--- config.mk ---
export PLATFORM = sky130hd
export DESIGN_NAME = mnacidpro_ctrl_seq
export DESIGN_NICKNAME = d
export VERILOG_FILES = /design/src/rtl/mnacidpro_pkg.sv /design/src/rtl/peristaltic_pump_gen.sv /design/src/rtl/mnacidpro_ctrl_seq.sv
export SDC_FILE = /design/constraint.sdc
export NUM_CORES = 1
export LEC_CHECK = 0
export ABC_CLOCK_PERIOD_IN_PS = 4300
export CORE_MARGIN = 2
export CORE_UTILIZATION = 50
export DETAILED_ROUTE_END_ITERATION = 6
export MAX_ROUTING_LAYER = met4
export PLACE_DENSITY_LB_ADDON = 0.25
export SYNTH_ARGS = -nofsm -noshare
export SYNTH_HDL_FRONTEND = slang
export SYNTH_SLANG_ARGS = --single-unit
--- constraint.sdc ---
create_clock -name clk -period 4.3 [get_ports clk]
set_clock_uncertainty 0.05 [all_clocks]
set_input_delay 0.86 -clock clk [delete_from_list [all_inputs] [get_ports clk]]
set_output_delay 0.86 -clock clk [all_outputs]
set_load 0.01 [all_outputs]
--- src/rtl/mnacidpro_pkg.sv ---
// rtl/mnacidpro_pkg.sv - shared states, valve map and pump phases for the mnacidpro sequencer
package mnacidpro_pkg;

   typedef enum logic [3:0] {
      ST_IDLE      = 4'd0,
      ST_BEAD_LOAD = 4'd1,
      ST_CELL_LOAD = 4'd2,
      ST_LYSIS     = 4'd3,
      ST_TRAP      = 4'd4,
      ST_WASH      = 4'd5,
      ST_ELUTE     = 4'd6,
      ST_COLLECT   = 4'd7,
      ST_DONE      = 4'd8
   } state_e;

   localparam int NUM_VALVES = 11;
   typedef logic [NUM_VALVES-1:0] valve_t;

   localparam int V_LYSIS     = 0;
   localparam int V_WASH      = 1;
   localparam int V_ELUTE     = 2;
   localparam int V_DEAD_END  = 3;
   localparam int V_VERTICAL  = 4;
   localparam int V_HORIZ     = 5;
   localparam int V_WASTE     = 6;
   localparam int V_BEAD      = 7;
   localparam int V_LOOP_EXIT = 8;
   localparam int V_BEAD_TRAP = 9;
   localparam int V_COLLECT   = 10;

   localparam logic [2:0] PUMP_OFF = 3'b111;
   localparam logic [2:0] PUMP_PH0 = 3'b011;
   localparam logic [2:0] PUMP_PH1 = 3'b101;
   localparam logic [2:0] PUMP_PH2 = 3'b110;

   // A set bit means the valve is open (unpressurized) in that state.
   function automatic valve_t open_mask(state_e s);
      valve_t m;
      m = '0;
      case (s)
         ST_BEAD_LOAD: begin m[V_BEAD] = 1'b1;  m[V_VERTICAL] = 1'b1; end
         ST_CELL_LOAD: begin m[V_HORIZ] = 1'b1; m[V_VERTICAL] = 1'b1; end
         ST_LYSIS:     begin m[V_LYSIS] = 1'b1; m[V_HORIZ] = 1'b1; end
         ST_TRAP:      begin m[V_LOOP_EXIT] = 1'b1; m[V_WASTE] = 1'b1; end
         ST_WASH:      begin m[V_WASH] = 1'b1; m[V_LOOP_EXIT] = 1'b1; m[V_WASTE] = 1'b1; end
         ST_ELUTE:     begin m[V_ELUTE] = 1'b1; m[V_LOOP_EXIT] = 1'b1; m[V_DEAD_END] = 1'b1; end
         ST_COLLECT:   begin m[V_COLLECT] = 1'b1; m[V_LOOP_EXIT] = 1'b1; end
         default:      m = '0;
      endcase
      return m;
   endfunction

   function automatic logic is_pumping(state_e s);
      return (s >= ST_BEAD_LOAD) && (s <= ST_COLLECT);
   endfunction

   function automatic logic [2:0] pump_phase(logic [1:0] ph);
      case (ph)
         2'd0:    return PUMP_PH0;
         2'd1:    return PUMP_PH1;
         default: return PUMP_PH2;
      endcase
   endfunction

endpackage

--- src/rtl/peristaltic_pump_gen.sv ---
// rtl/peristaltic_pump_gen.sv - 3-phase peristaltic pump pattern with per-stroke pulse
module peristaltic_pump_gen
   import mnacidpro_pkg::*;
#(
   parameter int PUMP_DIV = 4
) (
   input  logic       clk,
   input  logic       rst,
   input  logic       en,
   input  logic       restart,
   output logic [2:0] pump,
   output logic       stroke_done
);

   localparam int DW = (PUMP_DIV > 1) ? $clog2(PUMP_DIV) : 1;

   logic [DW-1:0] div_q;
   logic [1:0]    phase_q;
   logic [1:0]    phase_nx;
   logic          run_q;
   logic [2:0]    pump_q;
   logic          div_wrap;

   assign div_wrap    = (div_q == DW'(PUMP_DIV - 1));
   assign phase_nx    = (phase_q == 2'd2) ? 2'd0 : phase_q + 2'd1;
   assign stroke_done = run_q && div_wrap && (phase_q == 2'd2);
   assign pump        = pump_q;

   // en/restart describe the coming cycle, so pump_q lands aligned with the new state.
   always_ff @(posedge clk) begin
      if (rst || !en) begin
         div_q   <= '0;
         phase_q <= 2'd0;
         run_q   <= 1'b0;
         pump_q  <= PUMP_OFF;
      end else if (restart || !run_q) begin
         div_q   <= '0;
         phase_q <= 2'd0;
         run_q   <= 1'b1;
         pump_q  <= PUMP_PH0;
      end else if (div_wrap) begin
         div_q   <= '0;
         phase_q <= phase_nx;
         pump_q  <= pump_phase(phase_nx);
      end else begin
         div_q   <= div_q + DW'(1);
      end
   end

endmodule

--- src/rtl/mnacidpro_ctrl_seq.sv ---
// rtl/mnacidpro_ctrl_seq.sv - protocol sequencer driving the mnacidpro control-layer valves and pump
module mnacidpro_ctrl_seq
   import mnacidpro_pkg::*;
#(
   parameter int SIZE            = 4,
   parameter int PUMP_DIV        = 4,
   parameter int LOAD_STROKES    = 8,
   parameter int LYSIS_STROKES   = 16,
   parameter int TRAP_STROKES    = 4,
   parameter int WASH_STROKES    = 8,
   parameter int ELUTE_STROKES   = 4,
   parameter int COLLECT_STROKES = 2,
   localparam int IDX_W = (SIZE > 1) ? $clog2(SIZE) : 1
) (
   input  logic             clk,
   input  logic             rst,
   input  logic             start,
   input  logic             abort,
   output logic             busy,
   output logic             done,
   output logic             aborted,
   output logic [3:0]       state,
   output logic [IDX_W-1:0] collect_idx,
   output logic             lysis_ctrl,
   output logic             wash_ctrl,
   output logic             elute_ctrl,
   output logic             dead_end_ctrl,
   output logic             vertical_ctrl,
   output logic             horiz_ctrl,
   output logic             waste_ctrl,
   output logic             bead_ctrl,
   output logic             loop_exit_ctrl,
   output logic             bead_trap_ctrl,
   output logic             collect_ctrl,
   output logic [2:0]       pump
);

   state_e           state_q, state_d;
   logic [15:0]      stroke_q, stroke_d;
   logic [IDX_W-1:0] idx_q, idx_d;
   logic             abort_d;
   logic             busy_q, done_q, aborted_q;
   valve_t           valve_q;
   logic             stroke_done;

   function automatic logic [15:0] stroke_limit(state_e s);
      case (s)
         ST_BEAD_LOAD, ST_CELL_LOAD: return 16'(LOAD_STROKES);
         ST_LYSIS:                   return 16'(LYSIS_STROKES);
         ST_TRAP:                    return 16'(TRAP_STROKES);
         ST_WASH:                    return 16'(WASH_STROKES);
         ST_ELUTE:                   return 16'(ELUTE_STROKES);
         ST_COLLECT:                 return 16'(COLLECT_STROKES);
         default:                    return 16'd1;
      endcase
   endfunction

   always_comb begin
      state_d  = state_q;
      stroke_d = stroke_q;
      idx_d    = idx_q;
      abort_d  = 1'b0;
      case (state_q)
         ST_IDLE: begin
            stroke_d = '0;
            if (start) state_d = ST_BEAD_LOAD;
         end
         ST_DONE: begin
            state_d = ST_IDLE;
            idx_d   = '0;
            abort_d = abort;
         end
         ST_BEAD_LOAD, ST_CELL_LOAD, ST_LYSIS, ST_TRAP, ST_WASH, ST_ELUTE, ST_COLLECT: begin
            if (abort) begin
               state_d  = ST_IDLE;
               stroke_d = '0;
               idx_d    = '0;
               abort_d  = 1'b1;
            end else if (stroke_done) begin
               if (stroke_q == stroke_limit(state_q) - 16'd1) begin
                  stroke_d = '0;
                  if (state_q != ST_COLLECT) begin
                     state_d = state_e'(state_q + 4'd1);
                  end else if (idx_q == IDX_W'(SIZE - 1)) begin
                     state_d = ST_DONE;
                  end else begin
                     state_d = ST_ELUTE;
                     idx_d   = idx_q + IDX_W'(1);
                  end
               end else begin
                  stroke_d = stroke_q + 16'd1;
               end
            end
         end
         default: begin
            state_d  = ST_IDLE;
            stroke_d = '0;
            idx_d    = '0;
         end
      endcase
   end

   // Outputs are registered from the next state so valves flip on the state-change edge.
   always_ff @(posedge clk) begin
      if (rst) begin
         state_q   <= ST_IDLE;
         stroke_q  <= '0;
         idx_q     <= '0;
         busy_q    <= 1'b0;
         done_q    <= 1'b0;
         aborted_q <= 1'b0;
         valve_q   <= '1;
      end else begin
         state_q   <= state_d;
         stroke_q  <= stroke_d;
         idx_q     <= idx_d;
         busy_q    <= (state_d != ST_IDLE);
         done_q    <= (state_d == ST_DONE);
         aborted_q <= abort_d;
         valve_q   <= ~open_mask(state_d);
      end
   end

   peristaltic_pump_gen #(
      .PUMP_DIV(PUMP_DIV)
   ) u_pump (
      .clk        (clk),
      .rst        (rst),
      .en         (is_pumping(state_d)),
      .restart    (state_d != state_q),
      .pump       (pump),
      .stroke_done(stroke_done)
   );

   assign state          = state_q;
   assign busy           = busy_q;
   assign done           = done_q;
   assign aborted        = aborted_q;
   assign collect_idx    = idx_q;
   assign lysis_ctrl     = valve_q[V_LYSIS];
   assign wash_ctrl      = valve_q[V_WASH];
   assign elute_ctrl     = valve_q[V_ELUTE];
   assign dead_end_ctrl  = valve_q[V_DEAD_END];
   assign vertical_ctrl  = valve_q[V_VERTICAL];
   assign horiz_ctrl     = valve_q[V_HORIZ];
   assign waste_ctrl     = valve_q[V_WASTE];
   assign bead_ctrl      = valve_q[V_BEAD];
   assign loop_exit_ctrl = valve_q[V_LOOP_EXIT];
   assign bead_trap_ctrl = valve_q[V_BEAD_TRAP];
   assign collect_ctrl   = valve_q[V_COLLECT];

endmodule

# --- Word level (Yosys, flattened, before mapping) ---
# Cells that the tools add are included.
op_classes:
  n_addsub: 6
  multipliers: 0
  div: 0
  n_lt_le_gt_ge: 2
  eq_ne: 27
  n_shift: 0
  muxes: 46
  bitwise: 3
  n_reduce_logical: 22
op_table:
  columns: ["op", "n"]
  rows:
  - ["2-to-1 mux 16 bit", 6]
  - ["equality test 4 x 3 -> 1 bit (second input constant)", 8]
  - ["case mux 16 bit (2 select lines)", 1]
  - ["2-to-1 mux 4 bit", 6]
  - ["case mux 5 bit (4 select lines)", 1]
  - ["2-to-1 mux 1 bit", 18]
  - ["adder 16 x 1 -> 16 bit (second input constant)", 1]
  - ["equality test 16 bit", 1]
  - ["equality test 4 x 2 -> 1 bit (second input constant)", 4]
  - ["2-to-1 mux 2 bit", 8]
  - ["subtractor 16 x 1 -> 16 bit (second input constant)", 1]
  - ["!= test 3 bit (second input constant)", 4]
  - ["NOT 11 bit", 1]
  - ["OR reduction 2 bit", 5]
  - ["equality test 4 x 1 -> 1 bit (second input constant)", 2]
  - ["equality test 4 bit (second input constant)", 2]
  - ["case mux 4 bit (2 select lines)", 1]
  - ["OR reduction 7 bit", 1]
  - ["adder 2 x 1 -> 2 bit (second input constant)", 3]
  - ["equality test 2 bit (second input constant)", 3]
  - ["2-to-1 mux 3 bit", 2]
  - ["case mux 3 bit (2 select lines)", 1]
  - ["OR reduction 3 bit", 2]
  - ["AND reduction 5 bit", 1]
  - ["18 further kinds", 23]
word_totals:
  ff_bits: 44
  latchBits: 0
  mem_bits_rw: 0
  mem_bits_ro: 0
  output_inout_bits: 23
  n_memories: 0

# --- Depth between registers and ports, before layout ---
# Gate-level depths: netlist of the first run.
logic_depth:
  depth_word: 17
  ltp_mapped: 11

# --- By module ---
# Synthesis of the first run repeated with hierarchy kept, for this count alone.
hier_totals:
  cells_unflattened: 251
  area_unflattened_um2: 2164.6
modules_own_cells:
  columns: ["mod", "n_inst", "cells_each", "area_per_inst_um2", "seq_area_each_um2"]
  rows:
  - ["mnacidpro_ctrl_seq", 1, 221, 1840.5, 680.7]
  - ["peristaltic_pump_gen", 1, 30, 324.1, 160.2]

# --- Worst setup path after synthesis of the first run ---
# No wires, ideal clock.
synth_path:
  path_kind: "register -> register"
  startpoint: "register state_q[1], in the netlist state[1]"
  endpoint: "register u_pump.pump_q[0], in the netlist u_pump.pump[0]"
  setup_ns: 0.119
  arrival_ns: 2.815
  required_ns: 4.131
  path_slack_ns: 1.316
  stages_incl_launch_ff: 11
  path_buffers: 0
  period_less_slack_ns: 2.984
  cell_sequence: "dfxtp_1 -> inv_1 -> ha_1 -> or3_1 -> a21oi_1 -> a2bb2oi_4 -> and2_4 -> nand4_4 -> o21a_1 -> a311o_4 -> o21bai_1"
synth_via:
  elab_chain_len: 17
  word_cells_on_any_way: 33
  cone_classes: "2 x add/sub; 2 x order compare; 10 x eq/ne; 10 x mux; 9 x reduce/logical"
synth_lines:
  columns: ["element", "line_no", "source"]
  rows:
  - ["start, declared", "mnacidpro_ctrl_seq.sv:38", "state_e state_q, state_d;"]
  - ["start signal, assigned", "mnacidpro_ctrl_seq.sv:114", "state_q <= state_d;"]
  - ["equality test 4 x 1 -> 1 bit (tied with other cells)", "mnacidpro_ctrl_seq.sv:47, mnacidpro_ctrl_seq.sv:63", null]
  - ["OR reduction 3 bit (no source line) / OR reduction 2 bit (equally long branches)", null, null]
  - ["case mux 5 bit (4 select lines)", "mnacidpro_ctrl_seq.sv:47", "case (s)"]
  - ["2-to-1 mux 16 bit", "mnacidpro_ctrl_seq.sv:79", "end else if (stroke_done) begin"]
  - ["2-to-1 mux 16 bit", "mnacidpro_ctrl_seq.sv:74", "if (abort) begin"]
  - ["2-to-1 mux 16 bit", "mnacidpro_ctrl_seq.sv:63", "case (state_q)"]
  - ["subtractor 16 x 1 -> 16 bit", "mnacidpro_ctrl_seq.sv:80", "if (stroke_q == stroke_limit(state_q) - 16'd1) begin"]
  - ["equality test 16 bit", "mnacidpro_ctrl_seq.sv:80", null]
  - ["2-to-1 mux 4 bit", "mnacidpro_ctrl_seq.sv:80", null]
  - ["2-to-1 mux 4 bit", "mnacidpro_ctrl_seq.sv:79", null]
  - ["2-to-1 mux 4 bit", "mnacidpro_ctrl_seq.sv:74", null]
  - ["case mux 4 bit (2 select lines)", "mnacidpro_ctrl_seq.sv:63", null]
  - ["greater-or-equal comparator 4 x 1 -> 1 bit / <= comparator 4 x 3 -> 1 bit (equally long branches)", "mnacidpro_pkg.sv:54", "return (s >= ST_BEAD_LOAD) && (s <= ST_COLLECT);"]
  - ["logical AND 1 bit", "mnacidpro_pkg.sv:54", null]
  - ["zero test 1 bit", "peristaltic_pump_gen.sv:31", "if (rst || !en) begin"]
  - ["logical OR 1 bit", "peristaltic_pump_gen.sv:31", null]
  - ["OR reduction 2 bit (no source line) *", null, null]
  - ["end signal, assigned", "peristaltic_pump_gen.sv:44", "pump_q <= pump_phase(phase_nx);"]
  - ["end, declared", "peristaltic_pump_gen.sv:21", "logic [2:0] pump_q;"]
# Mark *: on every way between the ends. The rest lies on a longest branch, timed or not. The select of a mux whose other input is x is not followed.
# A chain may end at the register's enable or synchronous reset.

# --- Worst setup path after layout of the first run ---
# Ends and elaborated chain as after synthesis.

==> results_dict.tcl, run 1 <==
set metrics [dict create \
    reg2reg_to "u_pump.pump[0]$_SDFFE_PP1N_" \
    peakVddDrop_v 0.000249 \
    synthSimpleGateAreaFrac_pct 28.2 \
    avgSynthCellArea_sq_um 8.96 \
    synthArstFlopShare_pct 0 \
    hold_path_class "reg2reg" \
    initial_core_util_pct 51.5 \
    grt_util_met2_pct 30.1 \
    finalPower_mw 0.751 \
    io_buffers 25 \
    slew-limit-headroom_pct 58.8 \
    reg2reg_slack_ps 900 \
    reg2reg_from "state[1]$_SDFF_PP0_" \
    use_met3_pct 5.34 \
    gp_congestion 0.863 \
    power.density_nw_per_um2 291 \
    reg2regPathDepth 10 \
    p_clk_share_pct 36.9 \
    status "finished, final reports clean" \
    muxShareOfSynthArea_pct 0.962 \
    diodes 0 \
    fin_tns_setup_ps 0 \
    ys_ff_latch 42 \
    cts.sinks 42 \
    ys_seq_area_share_pct 38.0 \
    path_class "reg2reg" \
    overflow 0 \
    vias 1822 \
    internal-power_mw 0.547 \
    areaGrowthSynthToFinish_pct 16.6 \
    setup_viol 0 \
    grt_max_degree 17 \
    drive_above_1_share_pct 9.59 \
    crit_fanout 8 \
    synth_top_family_by_area "simple AND/OR/NAND/NOR gates" \
    drt_drc_violations_left 0 \
    crit_path_end_kind "register" \
    arrival_ps 3540 \
    synthCells 247 \
    hold_buffers 0 \
    grt-busiest-layer "met2" \
    drt-vias-per-instance 5.64 \
    dp.cells 315 \
    antenna_found_initial 0 \
    cp-endpoint "u_pump.pump[0]$_SDFFE_PP1N_" \
    worstMarginPinSlew_ps 614 \
    leakage_nw 0.931 \
    detail-route-antenna-nets 0 \
    synth-compound-area-share_pct 18.7 \
    final_nets 281 \
    ys_warn_count 0 \
    fin_crit_ps 3400 \
    period_share_pct 79.0 \
    synth_fa_ha_area_share_pct 3.96 \
    die_area_sq_um 4970 \
    fp-row-count 24 \
    switchingPower_mw 0.204 \
    p_comb_share_pct 9.9 \
    crit_path_start_kind "register" \
    final_util_pct 60.1 \
    nFillCells 364 \
    slowest_delay_ps 570 \
    switching_share_pct 27.2 \
    routedWlPerCell_microns 14.3 \
    grt_pass1_vias 1674 \
    ioPinCount 27 \
    finalHoldViolCount 0 \
    synth_xor_area_share_pct 6.67 \
    clkSlewWorstSetupHoldPaths_ps 90 \
    numCtsBuffers 5 \
    root_buffer "clkbuf_8" \
    fmax_mhz 295 \
    slew_viol_final 0 \
    cts_tree "done" \
    wl_microns 4610 \
    instances_no_fill 323 \
    cp.depth 10 \
    cp_slowest_cell "a2111oi_2" \
    synth_top_flop_cell "dfxtp_1" \
    fin_hold_ws_ps 398 \
    netlist_area_sq_um 2210 \
    die_h_microns 70.5 \
    cts_resized 0 \
    hpwl_microns 3320 \
    post_cts_buffers 0 \
    dr.pass1.iters 4 \
    core_sq_um 4290 \
    rsz0062_at_grt "no" \
    drt_iter0_drc 177 \
    clkLatencyLatePin_ps 300 \
    crit_chain "inv_1 > ha_1 > a2111oi_2 > nor3_2 > and3_1 > a311o_1 > a21oi_1 > o21ai_0 > a311o_4 > o21bai_1" \
    mappedNetlistNets 258 \
    yosysUniqueCellTypes 61 \
    p_seq_share_pct 53.2 \
    crit_family "compound AO/OA/AOI/OAI gates" \
    clock_path_buffers 2 \
    die_w_microns 70.5 \
    grt_usage_pct 20.6 \
    grt_util_met1_pct 27.5 \
    required_ps 4450 \
    htreeDepth 2 \
    cp-startpoint "state[1]$_SDFF_PP0_" \
    worst-path-buf-inv 1 \
    synth_edf_count 0 \
    drv_cap 0 \
    grt_first_pass_wirelength_microns 7900 \
]
-- how the worst min path moves through the flow --
| stage | to | cells past startpoint | slack (ps) | startpoint |
|---|---|---|---|---|
| after floorplan | u_pump.div_q[0]$_SDFF_PP0_ | 1 | 370 | u_pump.div_q[0]$_SDFF_PP0_ |
| after global placement | u_pump.div_q[0]$_SDFF_PP0_ | 1 | 380 | u_pump.div_q[0]$_SDFF_PP0_ |
| after detailed placement | u_pump.div_q[0]$_SDFF_PP0_ | 1 | 390 | u_pump.div_q[0]$_SDFF_PP0_ |
| after CTS | u_pump.div_q[0]$_SDFF_PP0_ | 1 | 400 | u_pump.div_q[0]$_SDFF_PP0_ |
| after global routing | u_pump.div_q[0]$_SDFF_PP0_ | 1 | 440 | u_pump.div_q[0]$_SDFF_PP0_ |
| final | u_pump.div_q[0]$_SDFF_PP0_ | 1 | 400 | u_pump.div_q[0]$_SDFF_PP0_ |
-- kinds of logic (layout without fill, tap and decap cells) --
family,after synthesis,in the layout
AND/OR/NAND/NOR,115,115
AO/OA/AOI/OAI,48,48
flip-flops,42,42
XOR/XNOR,16,16
buffers and inverters,16,40
adder cells (fa/ha/maj),7,7
multiplexers,2,2
other,1,1
-- layout make-up --
type                       count  area [sq um]  share of cell area (%)
clock buffer                   5          68.8                    2.67
clock inverter                 3          27.5                    1.07
inverter                       6          22.5                   0.873
multi-input combinational    189          1300                    50.3
sequential                    42           841                    32.6
tap                           52          65.1                    2.52
timing repair buffer          26           258                    9.99
-- Yosys cell counts (2+ instances only) --
library cell  count  share of area [%]
nor4_1            2               0.57
a31oi_1           2               0.57
nor3_1            6                1.4
nor3_2            2               0.91
nand3_1          11                2.5
nor2_1           31                5.3
and2_1            3               0.85
and4_1            2               0.79
o21ai_0           7                1.6
o211ai_1          3                1.0
and3_1            5                1.4
a21o_1            4                1.4
or3_1             2               0.57
nand2b_1          5                1.4
nor2b_1           4                1.1
a21oi_1           8                1.8
xor2_1           12                4.8
buf_2             2               0.45
buf_4             3                1.0
xnor2_1           3                1.2
nand3b_1          2               0.68
o31ai_1           3                1.0
ha_1              7                4.0
nand2_1          24                4.1
o21a_1            2               0.68
dfxtp_1          42                 38
nand4_1           6                1.7
clkbuf_1          5               0.85
inv_1             5               0.85
o21bai_1          3                1.0
-- layer usage --
layer	part of all wire, %	up-vias
li1	-	923
met1	48	843
met2	46	50
met3	4.8	6
met4	1.0	0
met5	0	-
-- placed cells by master (no fill, tap or decap), drive strengths merged, types with 2 or more instances in the layout --
cell,n
clkdlybuf4s50,25
o31ai,4
nand2,24
o21a,2
nand3,11
and4,3
ha,7
a21boi,2
a2111oi,2
nand2b,5
a211oi,2
xnor2,4
dfxtp,42
a311o,2
a21oi,8
nor4,2
o211ai,3
nand4,7
o21bai,3
nor3,8
a31oi,2
or3,2
inv,8
nor2b,4
and2,4
xor2,12
a21o,4
nor2,31
clkbuf,5
and3,5
o21ai,7
nand3b,2
nor3b,2
-- registers in the layout (all words and copies together) (netlist names) --
| name | flops |
|---|---|
| valve_q | 9 |
| u_pump.pump | 3 |
| aborted | 1 |
| state | 4 |
| u_pump.run_q | 1 |
| stroke_q | 16 |
| u_pump.phase_q | 2 |
| collect_idx | 2 |
| u_pump.div_q | 2 |
| busy | 1 |
| done | 1 |
-- power by group through the flow --
stage | Sequential (mW) | Clock, mW | Combinational, mW
detailed placement | 0.408 | 0 | 0.0735
finish | 0.400 | 0.277 | 0.0740
floorplan | 0.410 | 0 | 0.0478
global route | 0.400 | 0.298 | 0.0810
global placement | 0.408 | 0 | 0.0729
CTS | 0.399 | 0.283 | 0.0739
-- stage by stage --
stage	worst slack, ps	instance area, sq um
after floorplan	1320	2210
after global placement	970	2480
after global routing	626	2580
after detailed placement	954	2480
final	905	2580
after CTS	940	2580
Note: power is estimated with default switching activity, not from simulation.
==> run 2: changes to the inputs <==
- ABC_CLOCK_PERIOD_IN_PS: 4300 -> 3400
- clock period: 4.3 -> 3.4 ns (I/O delays scaled with it)
==> results_dict.tcl, run 2 (same netlist as run 1, synthesis figures left out) <==
set metrics [dict create \
    grt_max_degree 17 \
    grt_pass1_vias 1673 \
    crit_path_start_kind "register" \
    fin_area_sq_um 2650 \
    hpwl_microns 3390 \
    htreeDepth 2 \
    crit_fanout 8 \
    die_h_microns 70.5 \
    wl_microns 4730 \
    io_buffers 25 \
    clkLatencyLatePin_ps 300 \
    fmax_mhz 318 \
    reg2reg_from "state[0]$_SDFF_PP0_" \
    cts_resized 0 \
    fin_crit_ps 3140 \
    placed_cell_area_sq_um 2510 \
    areaGrowthSynthToFinish_pct 19.9 \
    grt_first_pass_wirelength_microns 7880 \
    overflow 0 \
    crit_chain "inv_1 > ha_1 > and4bb_1 > a2111oi_4 > xnor2_2 > and4_4 > a21o_1 > nand3_1 > a311o_4 > o21bai_1" \
    crit_family "compound AO/OA/AOI/OAI gates" \
    slew_viol_final 0 \
    hold_path_class "reg2reg" \
    die_area_sq_um 4970 \
    reg2reg_slack_ps 260 \
    gp_congestion 0.918 \
    cts.sinks 42 \
    required_ps 3540 \
    reg2regPathDepth 10 \
    clkSlewWorstSetupHoldPaths_ps 90 \
    hold_buffers 0 \
    peakVddDrop_v 0.000272 \
    largest_reg_flops 16 \
    cp-startpoint "state[0]$_SDFF_PP0_" \
    use_met3_pct 4.62 \
    drv_cap 0 \
    fin_tns_setup_ps 0 \
    crit_path_end_kind "register" \
    final_common_cell "dfxtp_1" \
    grt_util_met2_pct 30.2 \
    arrival_ps 3290 \
    drive_above_1_share_pct 11.3 \
    cp.depth 10 \
    detail-route-antenna-nets 0 \
    cp_slowest_cell "a311o_4" \
    post_cts_buffers 0 \
    leakage_nw 0.974 \
    fin_hold_ws_ps 389 \
    die_w_microns 70.5 \
    setup_viol 0 \
    fp-row-count 24 \
    period_share_pct 92.5 \
    numCtsBuffers 5 \
    ioPinCount 27 \
    diodes 0 \
    initial_core_util_pct 51.5 \
    reg2reg_to "u_pump.pump[0]$_SDFFE_PP1N_" \
    final_nets 285 \
    rsz0062_at_grt "no" \
    antenna_found_initial 0 \
    grt_usage_pct 20.5 \
    status "finished, final reports clean" \
    path_class "reg2reg" \
    drt_iter0_drc 166 \
    drt_drc_violations_left 0 \
    worstMarginPinSlew_ps 653 \
    drt-vias-per-instance 5.67 \
    root_buffer "clkbuf_8" \
    clock_path_buffers 2 \
    grt-busiest-layer "met2" \
    slew-limit-headroom_pct 56.4 \
    cp-endpoint "u_pump.pump[0]$_SDFFE_PP1N_" \
    routedWlPerCell_microns 14.5 \
    worst-path-buf-inv 1 \
    dr.pass1.iters 5 \
    core_sq_um 4290 \
    layout_common_cells "dfxtp_1, nor2_1, clkdlybuf4s50_1, nand2_1, xor2_1" \
    slowest_delay_ps 420 \
    regMostFlops "stroke_q" \
    grt_util_met1_pct 27.9 \
    vias 1853 \
    cts_tree "done" \
    finalHoldViolCount 0 \
    power.density_nw_per_um2 406 \
    instances_no_fill 327 \
    dp.cells 319 \
]
## run 2: cell count changes in the layout (fill, tap and decap cells not counted), sizes merged
| cell | before | now |
|---|---|---|
| buf | 1 | 5 |
| bufinv | 0 | 2 |
| inv | 8 | 6 |
| clkinv | 0 | 1 |
| clkinvlp | 1 | 0 |
## run 2: power by group
part	leakage [nW]	internal [mW]	switching, mW
clock network	0.0683	0.294	0.181
logic	0.564	0.0425	0.0547
registers	0.341	0.499	0.00442
total	0.974	0.836	0.240
## run 2: layer usage
layer  vias up  share of wire (%)
li1        932                  -
met1       854                 49
met2        60                 44
met3         7                4.8
met4         0                1.3
met5         -                  0
## run 2: how the worst min path moves through the flow
stage / start / end / slack, ps / depth (start not counted)
floorplan: u_pump.div_q[0]$_SDFF_PP0_ / u_pump.div_q[0]$_SDFF_PP0_ / 370 / 1
global placement: u_pump.div_q[0]$_SDFF_PP0_ / u_pump.div_q[0]$_SDFF_PP0_ / 380 / 1
detailed placement: u_pump.div_q[0]$_SDFF_PP0_ / u_pump.div_q[0]$_SDFF_PP0_ / 380 / 1
CTS: u_pump.div_q[0]$_SDFF_PP0_ / u_pump.div_q[0]$_SDFF_PP0_ / 390 / 1
global route: u_pump.div_q[0]$_SDFF_PP0_ / u_pump.div_q[0]$_SDFF_PP0_ / 430 / 1
finish: u_pump.div_q[0]$_SDFF_PP0_ / u_pump.div_q[0]$_SDFF_PP0_ / 390 / 1
## run 2: stage by stage
step                      total power [mW]  utilization (%)  setup WS [ps]
after floorplan                      0.579                -            416
after global placement               0.611             58.5            260
after detailed placement             0.611             58.5            201
after CTS                             1.09             61.7            179
after global routing                  1.11             61.8           71.6
final                                 1.08             61.8            255
## run 2: area by class of cell
type | instances | area (sq um)
repair buffers | 30 | 288
inverters | 6 | 22.5
fillers | 403 | 1640
flip-flops and latches | 42 | 842
clock buffers | 5 | 68.8
multi-input cells | 189 | 1300
well taps | 52 | 65.1
clock inverters | 3 | 68.8
